[src/rtl/pipeline_pkg.sv]
// Shared types and constants for the MIDE pipeline control slice.
package pipeline_pkg;

  localparam int REG_W_DEF = 5;
  // Top bit of a register index selects the vector register file.
  localparam int VEC_BIT   = REG_W_DEF - 1;

  typedef enum logic [1:0] {
    IDLE   = 2'd0,
    RUN    = 2'd1,
    DRAIN  = 2'd2,
    HALTED = 2'd3
  } ctrl_state_t;

  // Counter width for a count of n cycles, never narrower than one bit.
  function automatic int cnt_width(input int n);
    return (n > 1) ? $clog2(n) : 1;
  endfunction

endpackage

[src/rtl/btn_sync_edge.sv]
// Push-button synchronizer followed by a registered one-cycle rising-edge pulse.
module btn_sync_edge #(
  parameter int STAGES = 2
) (
  input  logic clk,
  input  logic rst,
  input  logic i_btn,
  output logic o_pulse
);

  logic [STAGES-1:0] r_sync;
  logic              r_prev;
  logic              r_pulse;

  always_ff @(posedge clk) begin
    if (!rst) begin
      r_sync  <= '0;
      r_prev  <= 1'b0;
      r_pulse <= 1'b0;
    end else begin
      r_sync[0] <= i_btn;
      for (int i = 1; i < STAGES; i++) begin
        r_sync[i] <= r_sync[i-1];
      end
      r_prev  <= r_sync[STAGES-1];
      // Only a 0->1 transition fires; a held button stays quiet.
      r_pulse <= r_sync[STAGES-1] & ~r_prev;
    end
  end

  assign o_pulse = r_pulse;

endmodule

[src/rtl/pipeline_ctrl.sv]
// Pipeline sequencer: start gating, load-use stall, branch flush, HALT drain.
// Optional perf counters are built when PIPE_CTRL_PERF_EN is defined.
module pipeline_ctrl
  import pipeline_pkg::*;
#(
  parameter int REG_W       = REG_W_DEF,
  parameter int DRAIN_CYC   = 3,
  parameter int SYNC_STAGES = 2
`ifdef PIPE_CTRL_PERF_EN
  ,
  parameter int CNT_W       = 32
`endif
) (
  input  logic             clk,
  input  logic             rst,
  input  logic             start_button,
  input  logic [REG_W-1:0] id_rs1,
  input  logic [REG_W-1:0] id_rs2,
  input  logic             id_use_rs1,
  input  logic             id_use_rs2,
  input  logic             id_halt,
  input  logic [REG_W-1:0] ex_rd,
  input  logic             ex_load,
  input  logic             ex_branch_tkn,
  output logic             run,
  output logic             hold_if_id,
  output logic             clr_id_ex,
  output logic             flush_if_id,
  output logic             halted,
  output ctrl_state_t      dbg_state
`ifdef PIPE_CTRL_PERF_EN
  ,
  output logic [CNT_W-1:0] perf_cycles,
  output logic [CNT_W-1:0] perf_stalls,
  output logic [CNT_W-1:0] perf_flushes
`endif
);

  localparam int            DW         = cnt_width(DRAIN_CYC);
  localparam logic [DW-1:0] DRAIN_LAST = DW'(DRAIN_CYC - 1);

  ctrl_state_t   r_state;
  ctrl_state_t   w_next;
  logic [DW-1:0] r_drain_cnt;
  logic          r_stall_q;

  logic w_start;
  logic w_in_run;
  logic w_rs1_hit;
  logic w_rs2_hit;
  logic w_load_use;
  logic w_stall;
  logic w_flush;
  logic w_halt_go;
  logic w_drain_done;

  btn_sync_edge #(
    .STAGES (SYNC_STAGES)
  ) u_start_sync (
    .clk     (clk),
    .rst     (rst),
    .i_btn   (start_button),
    .o_pulse (w_start)
  );

  // Full-width compare keeps scalar rN and vector rN apart.
  assign w_in_run   = (r_state == RUN);
  assign w_rs1_hit  = id_use_rs1 & (id_rs1 == ex_rd);
  assign w_rs2_hit  = id_use_rs2 & (id_rs2 == ex_rd);
  assign w_load_use = w_in_run & ex_load & (w_rs1_hit | w_rs2_hit);

  // A branch kills the ID instruction, so it wins over the stall. After one
  // stall cycle the load has moved on and forwarding covers the rest.
  assign w_stall      = w_load_use & ~ex_branch_tkn & ~r_stall_q;
  assign w_flush      = w_in_run & ex_branch_tkn;
  assign w_halt_go    = w_in_run & id_halt & ~ex_branch_tkn & ~w_stall;
  assign w_drain_done = (r_state == DRAIN) && (r_drain_cnt == DRAIN_LAST);

  always_comb begin
    w_next = r_state;
    case (r_state)
      IDLE:    if (w_start)      w_next = RUN;
      RUN:     if (w_halt_go)    w_next = DRAIN;
      DRAIN:   if (w_drain_done) w_next = HALTED;
      HALTED:  if (w_start)      w_next = IDLE;
      default:                   w_next = IDLE;
    endcase
  end

  always_ff @(posedge clk) begin
    if (!rst) begin
      r_state     <= IDLE;
      r_drain_cnt <= '0;
      r_stall_q   <= 1'b0;
    end else begin
      r_state   <= w_next;
      r_stall_q <= w_stall;
      if ((r_state == DRAIN) && !w_drain_done) begin
        r_drain_cnt <= r_drain_cnt + 1'b1;
      end else begin
        r_drain_cnt <= '0;
      end
    end
  end

  always_comb begin
    run         = 1'b0;
    hold_if_id  = 1'b1;
    clr_id_ex   = 1'b1;
    flush_if_id = 1'b1;
    halted      = 1'b0;
    case (r_state)
      RUN: begin
        run         = 1'b1;
        hold_if_id  = w_stall;
        clr_id_ex   = w_stall | w_flush;
        flush_if_id = w_flush;
      end
      DRAIN: begin
        run         = 1'b1;
        flush_if_id = 1'b0;
      end
      HALTED: begin
        halted = 1'b1;
      end
      default: begin
        run = 1'b0;
      end
    endcase
  end

  assign dbg_state = r_state;

`ifdef PIPE_CTRL_PERF_EN
  logic [CNT_W-1:0] r_perf_cycles;
  logic [CNT_W-1:0] r_perf_stalls;
  logic [CNT_W-1:0] r_perf_flushes;

  // Counters restart with each run and stick at all-ones.
  always_ff @(posedge clk) begin
    if (!rst || ((r_state == IDLE) && w_start)) begin
      r_perf_cycles  <= '0;
      r_perf_stalls  <= '0;
      r_perf_flushes <= '0;
    end else begin
      if (w_in_run && !(&r_perf_cycles)) begin
        r_perf_cycles <= r_perf_cycles + 1'b1;
      end
      if (w_stall && !(&r_perf_stalls)) begin
        r_perf_stalls <= r_perf_stalls + 1'b1;
      end
      if (w_flush && !(&r_perf_flushes)) begin
        r_perf_flushes <= r_perf_flushes + 1'b1;
      end
    end
  end

  assign perf_cycles  = r_perf_cycles;
  assign perf_stalls  = r_perf_stalls;
  assign perf_flushes = r_perf_flushes;
`endif

endmodule
[config.mk]
export PLATFORM = sky130hd
export DESIGN_NAME = pipeline_ctrl
export DESIGN_NICKNAME = d
export VERILOG_FILES = /design/src/rtl/pipeline_pkg.sv /design/src/rtl/btn_sync_edge.sv /design/src/rtl/pipeline_ctrl.sv
export SDC_FILE = /design/constraint.sdc
export NUM_CORES = 1
export LEC_CHECK = 0
export ABC_CLOCK_PERIOD_IN_PS = 4500
export BUFFER_PORTS_ARGS = -buffer_cell sky130_fd_sc_hd__buf_2
export CORE_MARGIN = 1
export CORE_UTILIZATION = 47
export DETAILED_ROUTE_END_ITERATION = 6
export PLACE_DENSITY = 0.82
export RECOVER_POWER = 100
export SETUP_SLACK_MARGIN = 0.4
export SLEW_MARGIN = 10
export SYNTH_ARGS = -nofsm -noshare
export SYNTH_HDL_FRONTEND = slang
export SYNTH_SLANG_ARGS = --single-unit
[constraint.sdc]
create_clock -name clk -period 4.5 [get_ports clk]
set_clock_uncertainty 0.15 [all_clocks]
set_input_delay 0.225 -clock clk [delete_from_list [all_inputs] [get_ports clk]]
set_output_delay 0.225 -clock clk [all_outputs]
set_load 0.005 [all_outputs]
Word level (Yosys, flattened, before mapping):

Cells that the tools add are included.

* register bits after elaboration: 9
* word-level logic and storage cells: 51

* bitwise operators: 17
* reduce and logical (&&, ||, !) cells: 7
* multiplexer cells: 10
* eq/ne operators: 10
* add/sub/neg operators: 1

Operators with widths (count)
* bitwise AND 1 bit: 11
* == test 5 bit: 2
* two-way mux 2 bit: 4
* case mux 2 bit (4 select lines): 1
* == test 2 bit, second input constant: 3
* inequality test 2 x 1 -> 1 bit, second input constant: 3
* two-way mux 1 bit: 4
* inverter 1 bit: 4
* AND reduction 4 bit: 1
* adder 2 x 1 -> 2 bit, second input constant: 1
* == test 2 x 1 -> 1 bit, second input constant: 1
* logical AND 1 bit: 2
* zero test 2 bit: 1
* inequality test 2 bit, second input constant: 1
* bitwise OR 1 bit: 2
* case mux 1 bit (2 select lines): 1
* AND reduction 2 bit: 1
* OR reduction 2 bit: 1
* zero test 1 bit: 1

Longest topological paths before layout:

* depth after elaboration: 10
* gate-level depth with buffers: 7
* depth with buffers taken out: 7

By module:

From an unflattened synthesis, not the netlist that was laid out.

* cell total of the unflattened synthesis: 71
* area, all modules: 621.8 um^2

Modules (own cells, without submodules)
* pipeline_ctrl: area an instance 510.5 um^2, sequential area each 100.1 um^2, cells an instance 63, times used 1
* btn_sync_edge: area an instance 111.4 um^2, sequential area each 80.1 um^2, cells an instance 8, times used 1

Least setup slack after synthesis:

Ideal clock, no wire load.

* kind: flip-flop to output port
* start: register r_state[1] (netlist: dbg_state[1])
* end: output clr_id_ex
* arrival time: 1690 ps
* path slack: 2435 ps
* cell stages (with the launch flop): 8
* cell sequence: dfxtp_1 > inv_1 > ha_1 > and2b_2 > nand3b_2 > or4_4 > and2_4 > nand2_1

* word-level cells in the longest chain between the ends: 7
* elaborated cells on any way between the ends: 8
* those cells by class: eq/ne (1); mux (1); bitwise (6)

Ends and longest elaborated chain
* start, declared: line pipeline_ctrl.sv:42 `ctrl_state_t r_state;`
* start signal, assigned: line pipeline_ctrl.sv:96 `r_state <= w_next;`
* == test 2 x 1 -> 1 bit (*): line pipeline_ctrl.sv:67, pipeline_ctrl.sv:112
* bitwise AND 1 bit (2 in a row): line pipeline_ctrl.sv:70 `assign w_load_use = w_in_run & ex_load & (w_rs1_hit | w_rs2_hit);`
* bitwise AND 1 bit (2 in a row): line pipeline_ctrl.sv:74 `assign w_stall = w_load_use & ~ex_branch_tkn & ~r_stall_q;`
* bitwise OR 1 bit: line pipeline_ctrl.sv:116 `clr_id_ex = w_stall | w_flush;`
* two-way mux 1 bit (*): line pipeline_ctrl.sv:112 `case (r_state)`
* end, declared: line pipeline_ctrl.sv:27 `output logic clr_id_ex,`

Every way passes the cells marked *; elsewhere a longest branch is shown, timed or not.

Worst setup path in the final report:

* start: register r_state[1] (netlist: dbg_state[1])
* end: output hold_if_id

* word-level cells in the longest chain between the ends: 6

Ends and longest elaborated chain
* == test 2 x 1 -> 1 bit (*): line pipeline_ctrl.sv:67, pipeline_ctrl.sv:112
* bitwise AND 1 bit (2 in a row): line pipeline_ctrl.sv:70
* bitwise AND 1 bit (2 in a row): line pipeline_ctrl.sv:74
* two-way mux 1 bit (*): line pipeline_ctrl.sv:112
* end, declared: line pipeline_ctrl.sv:26 `output logic hold_if_id,`

Marked as above.

==> run_results.csv <==
group,metric,value,unit
synth,post_synth_inst_count,66,
drt,first_pass_iters,4,
setup_path,cp.arrival,2350,ps
global_route,grt_first_pass_wirelength,1.97,mm
synth,yosysSeqAreaShare,29.6,%
cts,h-tree-depth,1,
setup_path,startpoint_type,"flop",
timing,fin_crit,2720,ps
setup_path,slowest_delay,570,ps
placed_design,dp_hpwl,1.06,mm
synth,synth.cell_area,609,sq um
synth,yosys_warnings,0,
setup_path,setup.worst_path.class,"reg2out",
synth,synth_area_leader_cell,"dfxtp_1",
power_and_ir_drop,p_sw_share,35.8,%
power_and_ir_drop,power_frac_comb,43.6,%
synth,syn_area_per_cell,9.23,sq um
power_and_ir_drop,internal-power,180,uW
power_and_ir_drop,seq_power_share,34.0,%
setup_path,r2r-end,"dbg_state[1]",
setup_path,ff2ff_path_depth,7,
die,pin_count,30,
synth,synth_area_leaders,"dfxtp_1, ha_1, xnor2_1",
worst_hold_path,hold_end,"u_start_sync.r_sync[0]",
drt,ant_nets,0,
cts,clock_sinks,9,
timing,setup_slack,1780,ps
cts,clock-root-buffer,"clkbuf_4",
die,start_util,52.7,%
power_and_ir_drop,power_leakage,0.344,nW
synth,synth_edf_count,0,
setup_path,r2r_setup_slack,2220,ps
cts,post_cts_resize_count,0,
timing,worst_pin_slew,424,ps
die,core,1160,sq um
finish,diodes,0,
cts,ctsHoldBuffers,0,
timing,slew_headroom,71.3,%
cts,clk_path_buf_depth,2,
drt,drt_iter0_markers,3,
timing,fin_crit_sh,60.5,%
global_route,gr-total-overflow,0,
cts,numCtsBuffers,3,
setup_path,cp_slowest_cell,"or4_1",
die,num_rows,12,
outcome,status,"finished clean",
placed_design,gp_congestion,0.716,
worst_hold_path,worstHoldPathCells,2,
timing,setup_violations,0,
timing,rsz0062_at_grt,"no",
job,cap_violations,0,
drt,vias,557,
timing,hold_viol_final,0,
setup_path,cp-end-kind,"primary output",
synth,synthDistinctLibCells,25,
drt,routed_wl,1.24,mm
global_route,antenna_found_initial,0,
finish,nets,128,
global_route,grt_max_degree,11,
timing,slew_viol_final,0,
worst_hold_path,hold_path.class,"in2reg",
cts,cts_tree,"done",
drt,drc,0,
synth,synth_flop_cell,"dfxtp_1",
placed_design,post-place-ws,2220,ps
setup_path,path_cells,"inv_1 > ha_1 > and2b_1 > nand3b_2 > or4_1 > and2_0 > nand2_1 > buf_2",
finish,syn2layout_area_growth,27.9,%
setup_path,reg2reg_from,"dbg_state[1]",
finish,drive_above_1_share,34.7,%
global_route,track_usage,20.9,%
cts,clk_latency,270,ps
power_and_ir_drop,p_clk_share,22.4,%
timing,max_freq,0.367,GHz
cts,clk_pin_slew,60,ps
synth,synth_top_area_share,29.6,%
power_and_ir_drop,peakVddDrop,263,uV
worst_hold_path,hp-start,"start_button",
die,die_y,38.0,um
setup_path,critPathMaxFanout,6,
cts,post_cts_buffers,0,
synth,synth-async-reset-ratio,0,%
drt,wl_per_cell,11.1,um
die,fp.dieArea,1440,sq um
power_and_ir_drop,power_switching,100,uW
placed_design,port_buffers,29,
die,die_x,38.0,um
timing,setup_tns,0,ps
synth,ys_seq_elements,9,
global_route,grt_pass1_vias,494,
power_and_ir_drop,p_per_area,359,nW/um^2
drt,avgViaCountPerCell,4.97,
synth,syn_nets,95,
setup_path,cp.required,4120,ps
## stage by stage
step | power [mW] | util (%) | area, sq um | cells | hold slack [ps]
2_1_floorplan | 0.176 | - | 609 | 66 | 202
6_report | 0.280 | 67.4 | 779 | 112 | 27.5
3_3_place_gp | 0.217 | 66.5 | 768 | 108 | 223
5_1_grt | 0.302 | 67.4 | 779 | 112 | 13.3
4_1_cts | 0.286 | 68.7 | 795 | 112 | 17.3
3_5_place_dp | 0.222 | 66.5 | 768 | 108 | 230
## cell type report
cell class	count	area (sq um)
sequential	9	180
timing repair buffer	29	143
clock buffer	4	26.3
tap	14	17.5
fill	106	377
multi-input combinational	51	394
inverter	5	18.8
## power by group through the flow
stage / sequential, mW / clock [mW] / combinational, mW
6_report: 0.0951 / 0.0627 / 0.122
5_1_grt: 0.0962 / 0.0696 / 0.136
2_1_floorplan: 0.0960 / 0 / 0.0795
4_1_cts: 0.0951 / 0.0661 / 0.125
3_3_place_gp: 0.0958 / 0 / 0.121
3_5_place_dp: 0.0970 / 0 / 0.125
## sequential cells by signal (all words and copies together), names as in the netlist
| name | count |
|---|---|
| dbg_state | 2 |
| r_drain_cnt | 2 |
| u_start_sync.r_sync | 2 |
| r_stall_q | 1 |
| u_start_sync.o_pulse | 1 |
| u_start_sync.r_prev | 1 |
## cell usage after synthesis (2+ instances only)
cell and count:
xor2_1 4, o211ai_2 2, or4_4 2, nand2_1 5, nor2_1 3, inv_1 5
ha_1 6, nand4_1 3, dfxtp_1 9, nand3_1 2, xnor2_1 6, o2bb2ai_1 2
and2_1 3, nor2b_1 3
## per-layer routing
| layer | up-vias | part of all wire (%) | global-route usage, % |
|---|---|---|---|
| met1 | 239 | 40 | 21.2 |
| li1 | 291 | - | - |
| met4 | 0 | 1.1 | 9.82 |
| met2 | 25 | 53 | 37.5 |
| met5 | - | 0 | 0 |
| met3 | 2 | 5.9 | 7.56 |
## worst max-delay path by stage
stage	from	to	cells after the start
finish	dbg_state[1]	hold_if_id	8
global placement	dbg_state[1]	hold_if_id	8
global route	dbg_state[1]	clr_id_ex	8
CTS	dbg_state[1]	hold_if_id	8
detailed placement	dbg_state[1]	hold_if_id	8
floorplan	dbg_state[1]	clr_id_ex	7
## kinds of logic (layout without fill, tap and decap cells)
group / count (synthesis) / in the layout / synth area share, %
adder cells (fa/ha/maj): 6 / 6 / 12.3
AND/OR/NAND/NOR: 27 / 27 / 27.7
XOR/XNOR: 10 / 10 / 14.4
AO/OA/AOI/OAI: 8 / 8 / 12.3
buffers and inverters: 6 / 38 / 3.70
flip-flops: 9 / 9 / 29.6
## layout by cell type (no fill, tap or decap), types with 2 or more instances in the layout
cell type  instances
buf_2             27
dfxtp_1            9
xnor2_1            6
ha_1               6
inv_1              5
nand2_1            5
xor2_1             4
nand4_1            3
nor2b_1            3
nor2_1             3
clkbuf_4           3
clkbuf_1           3
and2_0             2
and2_1             2
nand3_1            2
o2bb2ai_1          2
## critical path: cells and delay by family, from the launching register on
kind / cells / cell delay (ps)
adder cells (fa/ha/maj): 1 / 240
buffers and inverters: 2 / 220
flip-flops: 1 / 360
AND/OR/NAND/NOR: 5 / 1240
Power figures use the tool's default switching activity.
